===== config.mk =====
export PLATFORM = sky130hd
export DESIGN_NAME = bcd_mod_up_counter
export DESIGN_NICKNAME = d
export VERILOG_FILES = /design/src/rtl/counter_pkg.sv /design/src/rtl/tick_prescaler.sv /design/src/rtl/bcd_mod_up_counter.sv
export SDC_FILE = /design/constraint.sdc
export NUM_CORES = 1
export LEC_CHECK = 0
export ABC_AREA = 1
export BUFFER_PORTS_ARGS = -buffer_cell sky130_fd_sc_hd__buf_2
export CORE_MARGIN = 1
export CORE_UTILIZATION = 55
export CTS_CLUSTER_DIAMETER = 60
export DETAILED_ROUTE_END_ITERATION = 8
export PLACE_DENSITY = 0.85
export RECOVER_POWER = 100
export REMOVE_ABC_BUFFERS = 1
export SETUP_SLACK_MARGIN = 0.2
export SYNTH_ARGS = -nofsm -noshare
export SYNTH_HDL_FRONTEND = slang
export SYNTH_HIERARCHICAL = 1
export SYNTH_SLANG_ARGS = --single-unit

===== constraint.sdc =====
create_clock -name CLK -period 2.8 [get_ports CLK]
set_clock_uncertainty 0.05 [all_clocks]
set_input_delay 0.14 -clock CLK [delete_from_list [all_inputs] [get_ports CLK]]
set_output_delay 0.14 -clock CLK [all_outputs]
set_load 0.01 [all_outputs]

===== src/rtl/counter_pkg.sv =====
// Shared BCD types and helpers for the BCD counter family.
package counter_pkg;

    localparam int unsigned BCD_W   = 4;
    localparam int unsigned BCD_MAX = 9;
    localparam int unsigned BIN_W   = 7;

    typedef struct packed {
        logic [BCD_W-1:0] tens;
        logic [BCD_W-1:0] ones;
    } bcd2_t;

    function automatic logic bcd_valid(input logic [BCD_W-1:0] digit);
        return digit <= BCD_W'(BCD_MAX);
    endfunction

    // Binary value of a two-digit BCD pair; only meaningful when both digits are valid.
    function automatic logic [BIN_W-1:0] bcd2bin2(input logic [BCD_W-1:0] tens,
                                                  input logic [BCD_W-1:0] ones);
        return BIN_W'(tens) * BIN_W'(10) + BIN_W'(ones);
    endfunction

endpackage


===== src/rtl/tick_prescaler.sv =====
// Modulo-DIV_N enable prescaler; TICK marks the last enabled clock of each period.
module tick_prescaler #(
    parameter int unsigned DIV_N = 1
) (
    input  logic CLK,
    input  logic RST_N,
    input  logic CLR,
    input  logic EN,
    output logic TICK
);

    localparam int unsigned    CNT_W = (DIV_N > 1) ? $clog2(DIV_N) : 1;
    localparam logic [CNT_W-1:0] LAST = CNT_W'(DIV_N - 1);

    logic [CNT_W-1:0] cnt;

    // With DIV_N == 1, LAST is 0 and the counter never leaves 0.
    always_ff @(posedge CLK) begin
        if (!RST_N) begin
            cnt <= '0;
        end else if (CLR) begin
            cnt <= '0;
        end else if (EN) begin
            cnt <= (cnt == LAST) ? '0 : cnt + CNT_W'(1);
        end
    end

    assign TICK = EN & RST_N & (cnt == LAST);

endmodule


===== src/rtl/bcd_mod_up_counter.sv =====
// Two-digit BCD up-counter, modulus MOD, with prescaled enable and registered carry-out.
module bcd_mod_up_counter
    import counter_pkg::*;
#(
    parameter int unsigned MOD   = 60,
    parameter int unsigned DIV_N = 1
) (
    input  logic             CLK,
    input  logic             RST_N,
    input  logic             EN,
    input  logic             CLR,
    input  logic             LD,
    input  logic [7:0]       LD_VAL,
    output logic [BCD_W-1:0] CNT_ONES,
    output logic [BCD_W-1:0] CNT_TENS,
    output logic             TICK,
    output logic             TC,
    output logic             CO
);

    localparam logic [BIN_W-1:0] MOD_V  = BIN_W'(MOD);
    localparam logic [BIN_W-1:0] LAST_V = BIN_W'(MOD - 1);

    bcd2_t            cur;
    bcd2_t            nxt;
    bcd2_t            ld_bcd;
    logic             co_nxt;
    logic             tick;
    logic [BIN_W-1:0] cur_bin;
    logic [BIN_W-1:0] ld_bin;
    logic             cur_legal;
    logic             ld_legal;
    logic             cur_last;

    tick_prescaler #(
        .DIV_N (DIV_N)
    ) u_presc (
        .CLK   (CLK),
        .RST_N (RST_N),
        .CLR   (CLR | LD),
        .EN    (EN),
        .TICK  (tick)
    );

    assign ld_bcd    = bcd2_t'(LD_VAL);
    assign cur_bin   = bcd2bin2(cur.tens, cur.ones);
    assign ld_bin    = bcd2bin2(ld_bcd.tens, ld_bcd.ones);
    assign cur_legal = bcd_valid(cur.tens) & bcd_valid(cur.ones) & (cur_bin < MOD_V);
    assign ld_legal  = bcd_valid(ld_bcd.tens) & bcd_valid(ld_bcd.ones) & (ld_bin < MOD_V);
    assign cur_last  = cur_legal & (cur_bin == LAST_V);

    // Next value: clear > load > counted step > hold; illegal values fall back to 00.
    always_comb begin
        nxt    = cur;
        co_nxt = 1'b0;
        if (CLR) begin
            nxt = '0;
        end else if (LD) begin
            nxt = ld_legal ? ld_bcd : '0;
        end else if (tick) begin
            if (!cur_legal) begin
                nxt = '0;
            end else if (cur_last) begin
                nxt    = '0;
                co_nxt = 1'b1;
            end else if (cur.ones == BCD_W'(BCD_MAX)) begin
                nxt.ones = '0;
                nxt.tens = cur.tens + BCD_W'(1);
            end else begin
                nxt.ones = cur.ones + BCD_W'(1);
            end
        end
    end

    always_ff @(posedge CLK) begin
        if (!RST_N) begin
            cur <= '0;
            CO  <= 1'b0;
        end else begin
            cur <= nxt;
            CO  <= co_nxt;
        end
    end

    assign CNT_TENS = cur.tens;
    assign CNT_ONES = cur.ones;
    assign TICK     = tick;
    assign TC       = cur_last;

endmodule


==> run_results.csv <==
group,metric,value,unit
synthesis,synth_cells,192,
cts,h-tree-depth,1,
drt,post_drt_wl_per_cell,12.0,microns
cells_and_area,fillers,167,
timing,slew_headroom,0.607,
cells_and_area,multiInputGateArea,918,sq um
setup_path,critical_path.max_stage_delay,0.48,ns
drt,routed_wl,3020,microns
cells_and_area,fin_nets,256,
drt,vias,1314,
setup_path,crit_path_cell_trace,"ha_4 -> ha_4 -> inv_2 -> fa_2 -> nor2_4 -> nand2_1 -> nand2_1 -> nand2_1 -> nand2_1 -> nand2_1 -> nor2_2 -> inv_2 -> nor2_1 -> buf_2",
timing,fin_crit,2.65,ns
timing,worst_pin_slew,0.586,ns
timing,hold_ws,0.0889,ns
setup_path,worst-path-buf-inv,3,
placement,numPortBuffers,23,
timing,fin_crit_sh,0.945,
die,rows,16,
cells_and_area,layout-drive-gt1-share,0.201,
timing,max_freq,378,MHz
cells_and_area,fin_util,0.722,
cells_and_area,synthToLayoutAreaGrowth,22.4,%
die,die_area,0.00232,sq mm
setup_path,worstPathRequired,2.61,ns
die,start_util,0.590,
drt,drt_iter0_markers,50,
cells_and_area,regArea,185,sq um
cells_and_area,insertedDiodeCount,0,
synthesis,synth_cell_types,24,
die,boundaryPins,24,
grt,grt_pass1_vias,1142,
die,coreArea,0.00198,sq mm
power_and_ir_drop,p_per_area,283,mW/mm^2
cts,clock_tree.buffer_depth,2,
status,status,"complete, no violations",
grt,grt_max_degree,9,
cts,cts_inserted_buffers,3,
synthesis,synth-seq-cells,9,
setup_path,crit_arrival,2.46,ns
setup_path,crit_fanout,4,
die,die_h,48.1,microns
power_and_ir_drop,power_leakage,0.776,nW
die,die_width,48.1,microns
grt,grt_usage,0.271,
timing,rsz0062_at_grt,"true",
power_and_ir_drop,vdd_drop_max,258,uV
placement,place_inst,244,
setup_path,cp_top_family,"adder cells",
synthesis,synthesis.area,0.00117,sq mm
cts,clkTransAtPathRegs,0.07,ns
placement,placed_area,0.00133,sq mm
placement,pre_cts_ws,0.118,ns
timing,setup-violations-final,0,
grt,antenna_found_initial,0,
worst_hold_path,hp-class,"input pin to flop",
cts,clkLatencyLatePin,0.26,ns
grt,gr-total-overflow,0,
cells_and_area,final_cell_area,0.00143,sq mm
timing,finalHoldViolCount,0,
cts,cts_root_buf,"clkbuf_4",
grt,grt_pass1_wl,4430,microns
timing,setup_ws,0.154,ns
drt,viasPerCell,5.24,
timing,finalMaxSlewViolations,0,
drt,drcViolationCount,0,
setup_path,cp_common_cell,"nand2_1",
cells_and_area,finalNonFillerCells,251,
power_and_ir_drop,power.total,405,uW
synthesis,yosysWarnings,6,
setup_path,rrSetupSlack,0.17,ns
placement,gp_congestion,0.856,
flow_run,maxCapViolCount,0,
synthesis,seq_area_frac_synth,0.154,
cts,hold_buffers,0,
drt,drtAntennaViolNets,0,
cts,cts.sinks,9,
setup_path,end_kind,"primary output",
placement,post-dp-hpwl,2390,microns
setup_path,start_kind,"flop",
timing,fin_tns_setup,0,ns
drt,dr.pass1.iters,4,
setup_path,criticalPathCategory,"flop to primary output",
cts,cts_tree,"yes",
setup_path,slowest_stage,"fa_2",
synthesis,syn_area_per_cell,6.09,sq um
## sequential cells by signal (all words and copies together), names as in the netlist
| name | flops |
|---|---|
| CNT_ONES | 4 |
| CNT_TENS | 4 |
| CO | 1 |
## cell usage in the layout (no fill, tap or decap), types with 4 or more instances in the layout
master and instances:
clkbuf_1 8, inv_1 29, inv_2 4, nand4_1 9, xor2_1 4, dfxtp_1 7
clkbuf_4 5, ha_1 11, buf_2 16, nand3_1 9, o21ai_0 7, nor2_1 24
nand2_1 57
## Yosys cell counts
cell | count | area, sq um
inv_2 | 1 | 3.75
nand3b_1 | 1 | 7.51
nand2_2 | 1 | 6.26
a21oi_1 | 3 | 15.0
a211oi_1 | 1 | 7.51
nor4_1 | 1 | 6.26
nand4_1 | 9 | 56.3
a31oi_1 | 1 | 6.26
nand3_1 | 11 | 55.1
o21bai_1 | 1 | 7.51
o21ai_0 | 7 | 35.0
xor2_1 | 4 | 35.0
a22oi_1 | 1 | 7.51
dfxtp_1 | 9 | 180
or2_2 | 2 | 12.5
nor2_2 | 2 | 12.5
nand2_1 | 59 | 221
fa_1 | 4 | 80.1
nor2_1 | 25 | 93.8
nor3_1 | 1 | 5.00
ha_1 | 14 | 175
inv_1 | 32 | 120
xnor2_1 | 1 | 8.76
nor2_4 | 1 | 11.3
## final timing paths
path / to / cells after the start / from
worst max-delay path: TC / 14 / CNT_TENS[1]
worst min-delay path: CO / 3 / RST_N
worst max register to register: CNT_ONES[2] / 16 / CNT_TENS[1]
worst min register to register: CNT_ONES[2] / 2 / CNT_ONES[2]
## area by class of cell
class                      instances  share of cell area
inverter                          33              0.0865
sequential                         9               0.129
clock buffer                       4              0.0184
timing repair buffer              28               0.101
multi-input combinational        150               0.642
tap                               27              0.0236
## metal layers
layer,vias to the layer above,global-route usage,share of wire
met1,598,0.293,0.40
met3,2,0.0407,0.031
li1,675,-,-
met5,-,0,0
met4,0,0.0722,0.0063
met2,39,0.538,0.56
## kinds of logic (layout without fill, tap and decap cells)
group           count (synthesis)  count (layout)  share of synthesized area
compound gates                 14              14                     0.0674
xor+xnor                        5               5                     0.0374
fa+ha+maj                      18              18                      0.218
buf+inv                        33              65                      0.106
flops                           9               9                      0.154
simple gates                  113             113                      0.417
## timing repair
item,4_1_cts,5_1_grt
pin swaps,7,9
buffers inserted,1,2
gates resized for setup,13,5
endpoints found under the setup margin,7,5
## worst reg2reg max path, cell delays in order, from the launching register on
cell and delay [ns]:
dfxtp_1 0.38, ha_4 0.23, ha_4 0.15, inv_2 0.05, fa_2 0.48, nor2_4 0.15
nand2_1 0.09, nand2_1 0.07, nand2_1 0.05, nand2_1 0.07, nand2_1 0.06, nor2_2 0.15
inv_2 0.07, nor2_4 0.16, clkbuf_4 0.17, nand3_1 0.06, a21oi_1 0.14
## report_power, final
| group | internal (mW) | total, mW | switching (mW) | leakage [nW] |
|---|---|---|---|---|
| combinational | 0.0631 | 0.164 | 0.101 | 0.687 |
| clock | 0.0548 | 0.101 | 0.0459 | 0.0150 |
| sequential | 0.133 | 0.140 | 0.00707 | 0.0745 |
No activity file was read; power rests on OpenSTA's default activity.
